### config.mk
export PLATFORM = sky130hd
export DESIGN_NAME = data_lsu
export DESIGN_NICKNAME = d
export VERILOG_FILES = /design/src/rtl/data_lsu.sv
export SDC_FILE = /design/constraint.sdc
export NUM_CORES = 1
export LEC_CHECK = 0
export BUFFER_PORTS_ARGS = -buffer_cell sky130_fd_sc_hd__buf_2
export CORE_MARGIN = 2
export CORE_UTILIZATION = 51
export DETAILED_ROUTE_END_ITERATION = 6
export PLACE_DENSITY_LB_ADDON = 0.3
export SYNTH_ARGS = -nofsm -noshare
export SYNTH_HDL_FRONTEND = slang
export SYNTH_SLANG_ARGS = --single-unit
### constraint.sdc
create_clock -name clk -period 3 [get_ports clk]
set_input_delay 0.3 -clock clk [delete_from_list [all_inputs] [get_ports clk]]
set_output_delay 0.3 -clock clk [all_outputs]
set_load 0.05 [all_outputs]
### src/rtl/data_lsu.sv
// data_lsu: byte/half/word load-store unit driving a word-addressed memory port with byte enables
module data_lsu #(
    parameter int ADDR_W  = 7,
    parameter int TIMEOUT = 15
) (
    input  logic              clk,
    input  logic              rst,
    input  logic              req_valid,
    output logic              req_ready,
    input  logic              req_we,
    input  logic [1:0]        req_size,
    input  logic              req_uns,
    input  logic [31:0]       req_addr,
    input  logic [31:0]       req_wdata,
    output logic              resp_valid,
    output logic [31:0]       resp_rdata,
    output logic              resp_err,
    output logic              mem_re,
    output logic [3:0]        mem_we,
    output logic [ADDR_W-1:0] mem_addr,
    output logic [31:0]       mem_wdata,
    input  logic [31:0]       mem_rdata,
    input  logic              mem_busy
);
    typedef enum logic [2:0] {IDLE, RD_ISS, RD_WAIT, WR_ISS, WR_WAIT, DONE, ERR} state_t;
    state_t            state_q, state_d;
    logic [3:0]        cnt_q, cnt_d, we_q, we_d;
    logic [1:0]        size_q, size_d, off_q, off_d;
    logic              uns_q, uns_d, ready_q, valid_q, err_q, re_q;
    logic [31:0]       rdata_q, rdata_d, wdata_q, wdata_d, shifted, ext;
    logic [ADDR_W-1:0] addr_q, addr_d;
    logic              misaligned, timed_out, unused_addr;
    assign req_ready   = ready_q;
    assign resp_valid  = valid_q;
    assign resp_err    = err_q;
    assign resp_rdata  = rdata_q;
    assign mem_re      = re_q;
    assign mem_we      = we_q;
    assign mem_addr    = addr_q;
    assign mem_wdata   = wdata_q;
    assign unused_addr = ^req_addr[31:ADDR_W+2];
    always_comb begin
        misaligned = req_size == 2'd3 || (req_size == 2'd1 && req_addr[0]) ||
                     (req_size == 2'd2 && req_addr[1:0] != 2'd0);
        shifted    = mem_rdata >> {off_q, 3'b000};
        ext        = size_q == 2'd0 ? {{24{~uns_q & shifted[7]}}, shifted[7:0]}
                   : size_q == 2'd1 ? {{16{~uns_q & shifted[15]}}, shifted[15:0]} : shifted;
        // cnt_q counts WAIT cycles already spent, so this fires on the TIMEOUT-th one
        timed_out  = TIMEOUT != 0 && int'(cnt_q) + 1 >= TIMEOUT;
        state_d    = state_q;
        cnt_d      = cnt_q;
        size_d     = size_q;
        off_d      = off_q;
        uns_d      = uns_q;
        addr_d     = addr_q;
        wdata_d    = wdata_q;
        rdata_d    = '0;
        we_d       = '0;
        case (state_q)
            IDLE: if (req_valid) begin
                size_d  = req_size;
                off_d   = req_addr[1:0];
                uns_d   = req_uns;
                addr_d  = req_addr[ADDR_W+1:2];
                wdata_d = req_size == 2'd0 ? {4{req_wdata[7:0]}}
                        : req_size == 2'd1 ? {2{req_wdata[15:0]}} : req_wdata;
                we_d    = misaligned || !req_we ? 4'd0
                        : req_size == 2'd0 ? 4'b0001 << req_addr[1:0]
                        : req_size == 2'd1 ? 4'b0011 << req_addr[1:0] : 4'hF;
                state_d = misaligned ? ERR : req_we ? WR_ISS : RD_ISS;
            end
            RD_ISS, WR_ISS: begin
                state_d = state_q == RD_ISS ? RD_WAIT : WR_WAIT;
                cnt_d   = '0;
            end
            RD_WAIT, WR_WAIT:
                if (!mem_busy) begin
                    state_d = DONE;
                    rdata_d = state_q == RD_WAIT ? ext : '0;
                end else if (timed_out) state_d = ERR;
                else cnt_d = cnt_q + {3'd0, cnt_q != 4'hF};
            default: state_d = IDLE;
        endcase
    end
    always_ff @(posedge clk) begin
        if (!rst) begin
            state_q <= IDLE;
            cnt_q   <= '0;
            size_q  <= '0;
            off_q   <= '0;
            uns_q   <= 1'b0;
            addr_q  <= '0;
            wdata_q <= '0;
            rdata_q <= '0;
            we_q    <= '0;
            ready_q <= 1'b1;
            valid_q <= 1'b0;
            err_q   <= 1'b0;
            re_q    <= 1'b0;
        end else begin
            state_q <= state_d;
            cnt_q   <= cnt_d;
            size_q  <= size_d;
            off_q   <= off_d;
            uns_q   <= uns_d;
            addr_q  <= addr_d;
            wdata_q <= wdata_d;
            rdata_q <= rdata_d;
            we_q    <= we_d;
            ready_q <= state_d == IDLE;
            valid_q <= state_d == DONE || state_d == ERR;
            err_q   <= state_d == ERR;
            re_q    <= state_d == RD_ISS || state_d == RD_WAIT;
        end
    end
endmodule

==> impl_results.md, run 1 <==
- Outcome: finished clean
- Setup repair after global routing missed its margin: no
- Count of flip-flops with a built-in enable after synthesis: 0
- CTS sink count: 91
- Mean instance size in the synthesized netlist: 8.39 um2
- Post-CTS Setup Repair Bufs: 0
- Worst Tran Pin Value: 1040 ps
- Post-route clock skew: 8.64 ps
- RePlAce Congestion: 0.892
- Area enclosed by the die boundary: 0.00889 mm2
- Antenna violations before repair: 0
- Core ar.: 0.00781 mm2
- Number of distinct library cell variants in the gate-level netlist after synthesis: 46
- Critical path data required time: 3280 ps
- Total CTS buffers: 9
- Startpoint kind of the worst setup timing path: flop
- Worst vdd rail ir drop: 0.396 mV
- DPL Wire Length: 7820 um
- Ratio of cells with drive above 1 in the final layout: 30.3%
- Class of the tightest hold or removal check: input pin to flop
- Hold Violations, Final: 0
- Total negative slack for setup checks: 0 ps
- Iteration-0 DRC count of the detailed router: 218
- Clock insertion delay at the later pin of the skew report: 360 ps
- Synth Flop Type: dfxtp_1
- Maxcap violations: 0
- Worst setup slack before clock tree synthesis: 936 ps
- Diode insertion count for antenna repair: 0
- Clock-pin slew of the registers on the worst-case setup and hold paths: 90 ps
- Largest net degree at the start of global routing: 56
- Layout overhead on the synthesized area: 24.4%
- Final design instance area without fill: 0.00517 mm2
- Part of the Yosys area used for sequential elements: 43.8%
- Slowest cell on the critical path: nor2b_1
- Count of H-tree levels built during CTS: 3
- Clock tree from TritonCTS: yes
- Post-synthesis register bit count: 91
- Maximum fanout encountered on the critical timing path: 23
- Y dimension of the die: 94.3 um
- Post-route fraction of the period consumed by the critical path: 69.9%
- Setup slack of the critical path after layout: 903 ps
- Count of hold buffers inserted by post-cts repair: 0
- Fmax: 477 MHz
- Static leakage power: 2.32 nW
- Most area-consuming cells after synthesis: dfxtp_1, nand2_1, mux2i_1, a21oi_1, a211oi_1
- Kind of critical path: flop to flop
- End-of-flow core utilization: 66.2%
- Remaining number of nets flagged by the antenna check after routing: 0
- Number of global-route vias before repair: 3804
- Cells resized by post-CTS repair: 0
- Root buffer cell: clkbuf_8
- Headroom to the max-slew limit: 30.8%
- Routed via count: 3995
- Endpoint class of the critical path: flop
- DRT Pass-1 Iters: 5
- Area of the mapped netlist: 0.00416 mm2
- Effective utilization at floorplan: 53.2%
- Cell type with the highest aggregate area in the netlist: dfxtp_1
- Number of nets produced by synthesis: 607
- Count of final max-slew check failures: 0
- Arrival @ worst endpoint: 2370 ps
- Die boundary width: 94.3 um
- Area after DPL: 0.00496 mm2
- Via-to-Cell Ratio: 5.41
- Pwr per Cell Area: 630 mW/mm2
- Total of buffers placed on input and output ports: 159
- Worst path top cell family by delay: simple AND/OR/NAND/NOR gates
- Std-Cell Rows: 32
- Net count reported at finish: 743
- Gate count after technology mapping: 495
- Global-route wire length before repair: 17200 um
- Area share of the largest cell type after synthesis: 43.8%
- Average wire per cell in the routed design: 14.6 um
- Total Wirelength: 10800 um
- Overall routing resource usage: 24.4%
- Clock buffer depth: 2
- Delay contributed by the slowest stage of the critical path: 500 ps
- DRC errors left: 0
- Count of pins on the block boundary: 183
- Final count of negative-setup-slack endpoints: 0
- Critical path buffer and inverter count: 1
- Global route overflow: 0
- Ys Warns: 0
- Cells along the critical path: buf_4 > nor2b_1 > o2bb2ai_1 > and3_1 > o21ai_0 > a21oi_1
- Clock period minus final worst setup slack: 2100 ps
- Asr flop ratio synth: 0%
## where the power goes
part	total, W	switching (W)	internal, W
Clock	0.000856	0.000423	0.000433
Sequential	0.00139	0.0000716	0.00131
Combinational	0.00102	0.000708	0.000307
## cell usage after synthesis, drive strengths merged, types with 3 or more instances
library cell and count:
mux2 6, or3 3, mux2i 29, and2 4, nor2b 14, nor4b 3, dfxtp 91, o21ai 31
clkbuf 23, inv 5, nand2 101, a211oi 25, a21oi 57, nand4 3, nor3 4, buf 16
a311oi 8, nor2 30, ha 8, nand3 6
## flip-flops by register name, summed over array words and instances (netlist names)
name / cells
resp_err: 1
mem_addr: 7
resp_valid: 1
req_ready: 1
mem_we: 4
size_q: 2
resp_rdata: 32
mem_wdata: 32
off_q: 2
cnt_q: 4
uns_q: 1
state_q: 3
mem_re: 1
## layout by cell type (no fill, tap or decap), types with 3 or more instances in the layout
cell / Yosys / final
buf_2: 10 / 159
nand2_1: 101 / 101
dfxtp_1: 91 / 91
a21oi_1: 57 / 57
o21ai_0: 31 / 31
nor2_1: 30 / 30
mux2i_1: 29 / 29
a211oi_1: 24 / 24
nor2b_1: 14 / 14
clkbuf_8: 0 / 11
a311oi_1: 8 / 8
ha_1: 8 / 8
nand3_1: 6 / 6
mux2_2: 6 / 6
inv_1: 5 / 5
and2_1: 4 / 4
nor3_1: 4 / 4
buf_4: 2 / 4
or3_1: 3 / 3
nand4_1: 3 / 3
## area by class of cell
type | count | area, um2
clock buffer | 13 | 159
clock inverter | 3 | 46.3
fill | 664 | 2640
inverter | 5 | 18.8
multi-input combinational | 360 | 2150
sequential | 91 | 1820
tap | 102 | 128
timing repair buffer | 164 | 846
## worst paths after layout
kind                                    start        endpoint  slack (ps)  depth (start not counted)
worst max-delay path                 off_q[1]  resp_rdata[18]         900                          6
worst min-delay path              req_addr[8]     mem_addr[6]         170                          3
worst min register to register  mem_wdata[25]   mem_wdata[25]         460                          2
worst max register to register       off_q[1]  resp_rdata[18]         900                          6
## cell families after synthesis
group / synth area share [%]
AO/OA/AOI/OAI: 20.1
XOR/XNOR: 0.632
adder cells (fa/ha/maj): 2.41
buffers and inverters: 4.64
flip-flops: 43.8
multiplexers: 8.61
AND/OR/NAND/NOR: 19.8
## worst register-to-register path, stage by stage, from the launching register on
cell and delay, ps:
dfxtp_1 430, buf_4 270, nor2b_1 500, o2bb2ai_1 230, and3_1 290, o21ai_0 120, a21oi_1 160
## per-layer routing
metal | wire length (um) | global-route usage (%) | up-vias
met5 | 0 | 0 | -
met4 | 260 | 9.54 | 0
met3 | 831 | 7.78 | 22
met2 | 5220 | 41.3 | 132
met1 | 4450 | 28.6 | 1849
li1 | - | - | 1992
## through the flow
step / hold slack [ps] / total power [W] / cells
2_1_floorplan: 436 / 0.00218 / 495
3_3_place_gp: 439 / 0.00240 / 722
3_5_place_dp: 444 / 0.00243 / 722
4_1_cts: 167 / 0.00327 / 738
5_1_grt: 166 / 0.00342 / 738
6_report: 171 / 0.00326 / 738
No activity file was read; power rests on OpenSTA's default activity.
==> run 2, diff against run 1 <==
--- a/config.mk
+++ b/config.mk
@@ -7,7 +7,7 @@
 export LEC_CHECK = 0
 export BUFFER_PORTS_ARGS = -buffer_cell sky130_fd_sc_hd__buf_2
 export CORE_MARGIN = 2
-export CORE_UTILIZATION = 51
+export CORE_UTILIZATION = 43
 export DETAILED_ROUTE_END_ITERATION = 6
 export PLACE_DENSITY_LB_ADDON = 0.3
 export SYNTH_ARGS = -nofsm -noshare
==> constraint.sdc (replaced) <==
create_clock -name clk -period 1.7 [get_ports clk]
set_input_delay 0.17 -clock clk [delete_from_list [all_inputs] [get_ports clk]]
set_output_delay 0.17 -clock clk [all_outputs]
set_load 0.05 [all_outputs]
==> impl_results.md, run 2 (synthesis gave the netlist of run 1 again) <==
- Diode insertion count for antenna repair: 0
- Effective utilization at floorplan: 44.5%
- Endpoint class of the critical path: flop
- Total CTS buffers: 9
- Kind of critical path: flop to flop
- Worst Tran Pin Value: 517 ps
- Count of pins on the block boundary: 183
- Count of fill cells added during filler insertion: 864
- Die boundary width: 102 um
- Layout overhead on the synthesized area: 33.1%
- Post-route fraction of the period consumed by the critical path: 100%
- Total power after layout: 0.00589 W
- Number of global-route vias before repair: 3722
- Std-Cell Rows: 35
- Net count reported at finish: 772
- Startpoint kind of the worst setup timing path: flop
- Core ar.: 0.00933 mm2
- Area enclosed by the die boundary: 0.0105 mm2
- Clock insertion delay at the later pin of the skew report: 360 ps
- DRC errors left: 0
- Count of hold buffers inserted by post-cts repair: 0
- Maximum fanout encountered on the critical timing path: 5
- Ratio of cells with drive above 1 in the final layout: 35.9%
- Failing checks: negative setup slack
- Overall routing resource usage: 20.8%
- Class of the tightest hold or removal check: input pin to flop
- Largest net degree at the start of global routing: 56
- Fmax: 588 MHz
- Global route overflow: 0
- RePlAce Congestion: 0.882
- Clock period minus final worst setup slack: 1700 ps
- Routed via count: 4054
- Worst vdd rail ir drop: 0.500 mV
- Global-route wire length before repair: 17300 um
- Hold Violations, Final: 0
- Clock buffer depth: 2
- Critical path data required time: 1960 ps
- Average wire per cell in the routed design: 14.1 um
- Static leakage power: 2.48 nW
- Most frequent cells in the layout: buf_2, nand2_1, dfxtp_1
- Total negative slack for setup checks: -0.354 ps
- Clock-pin slew of the registers on the worst-case setup and hold paths: 90 ps
- Count of final max-slew check failures: 0
- Hold WS: 52.3 ps
- DPL Wire Length: 8240 um
- Headroom to the max-slew limit: 65.4%
- Maxcap violations: 0
- End-of-flow core utilization: 59.3%
- Most frequent standard cell in the layout excluding fill and tap cells: buf_2
- Final count of negative-setup-slack endpoints: 1
- Iteration-0 DRC count of the detailed router: 121
- Outcome: finished, violations left
- Arrival @ worst endpoint: 1960 ps
- Via-to-Cell Ratio: 5.11
- Pwr per Cell Area: 1060 mW/mm2
- Clock tree from TritonCTS: yes
- Total Wirelength: 11200 um
- DRT Pass-1 Iters: 4
- Count of H-tree levels built during CTS: 3
- Total of buffers placed on input and output ports: 159
- CTS sink count: 91
- Y dimension of the die: 102 um
- Setup repair after global routing missed its margin: yes
- Root buffer cell: clkbuf_8
- Post-route clock skew: 11.6 ps
- Remaining number of nets flagged by the antenna check after routing: 0
- Setup slack of the critical path after layout: -0.354 ps
- Antenna violations before repair: 0
## run 2: metal layers
metal	global-route usage (%)	routed length, um
met1	25.0	4730
met4	5.64	94
met2	36.2	5550
met3	6.43	847
met5	0	0
## run 2: worst paths after layout
kind	startpoint	to	slack, ps	depth (start not counted)
worst min register to register	mem_addr[3]	mem_addr[3]	450	2
worst min-delay path	req_addr[8]	mem_addr[6]	50	3
worst max-delay path	cnt_q[0]	mem_re	-0.4	7
worst max register to register	cnt_q[0]	mem_re	-0.4	7
## run 2: per-stage QoR
step,setup WS [ps],area (um2),cells
floorplan,-3.87,4160,495
global placement,-15.1,5230,774
detailed placement,-75.3,5230,774
CTS,-27.4,5490,794
global route,-60.8,5530,794
finish,-0.354,5530,794
## run 2: critical path: stages, from the launching register on
cell       delay, ps
dfxtp_4          380
inv_2             60
ha_4             160
a21boi_1         130
o2111ai_2        240
nand2_2          100
o21a_4           220
a2111oi_2        310
## run 2: report_power, final
| group | internal (W) | switching [W] |
|---|---|---|
| Sequential | 0.00232 | 0.000103 |
| Combinational | 0.000659 | 0.00131 |
| Clock | 0.000690 | 0.000799 |
## run 2: area by class of cell
class	count	area, um2	share of cell area (%)
clock inverters	7	75.1	1.36
flip-flops and latches	91	1830	33.1
inverters	5	18.8	0.339
clock buffers	9	124	2.24
repair buffers	193	1100	20.0
multi-input cells	360	2220	40.1
well taps	129	161	2.92
## run 2: what timing repair did
action	CTS	global route
gates resized for setup	12	10
pin swaps	9	7
setup buffers	4	0
endpoints found under the setup margin	8	34
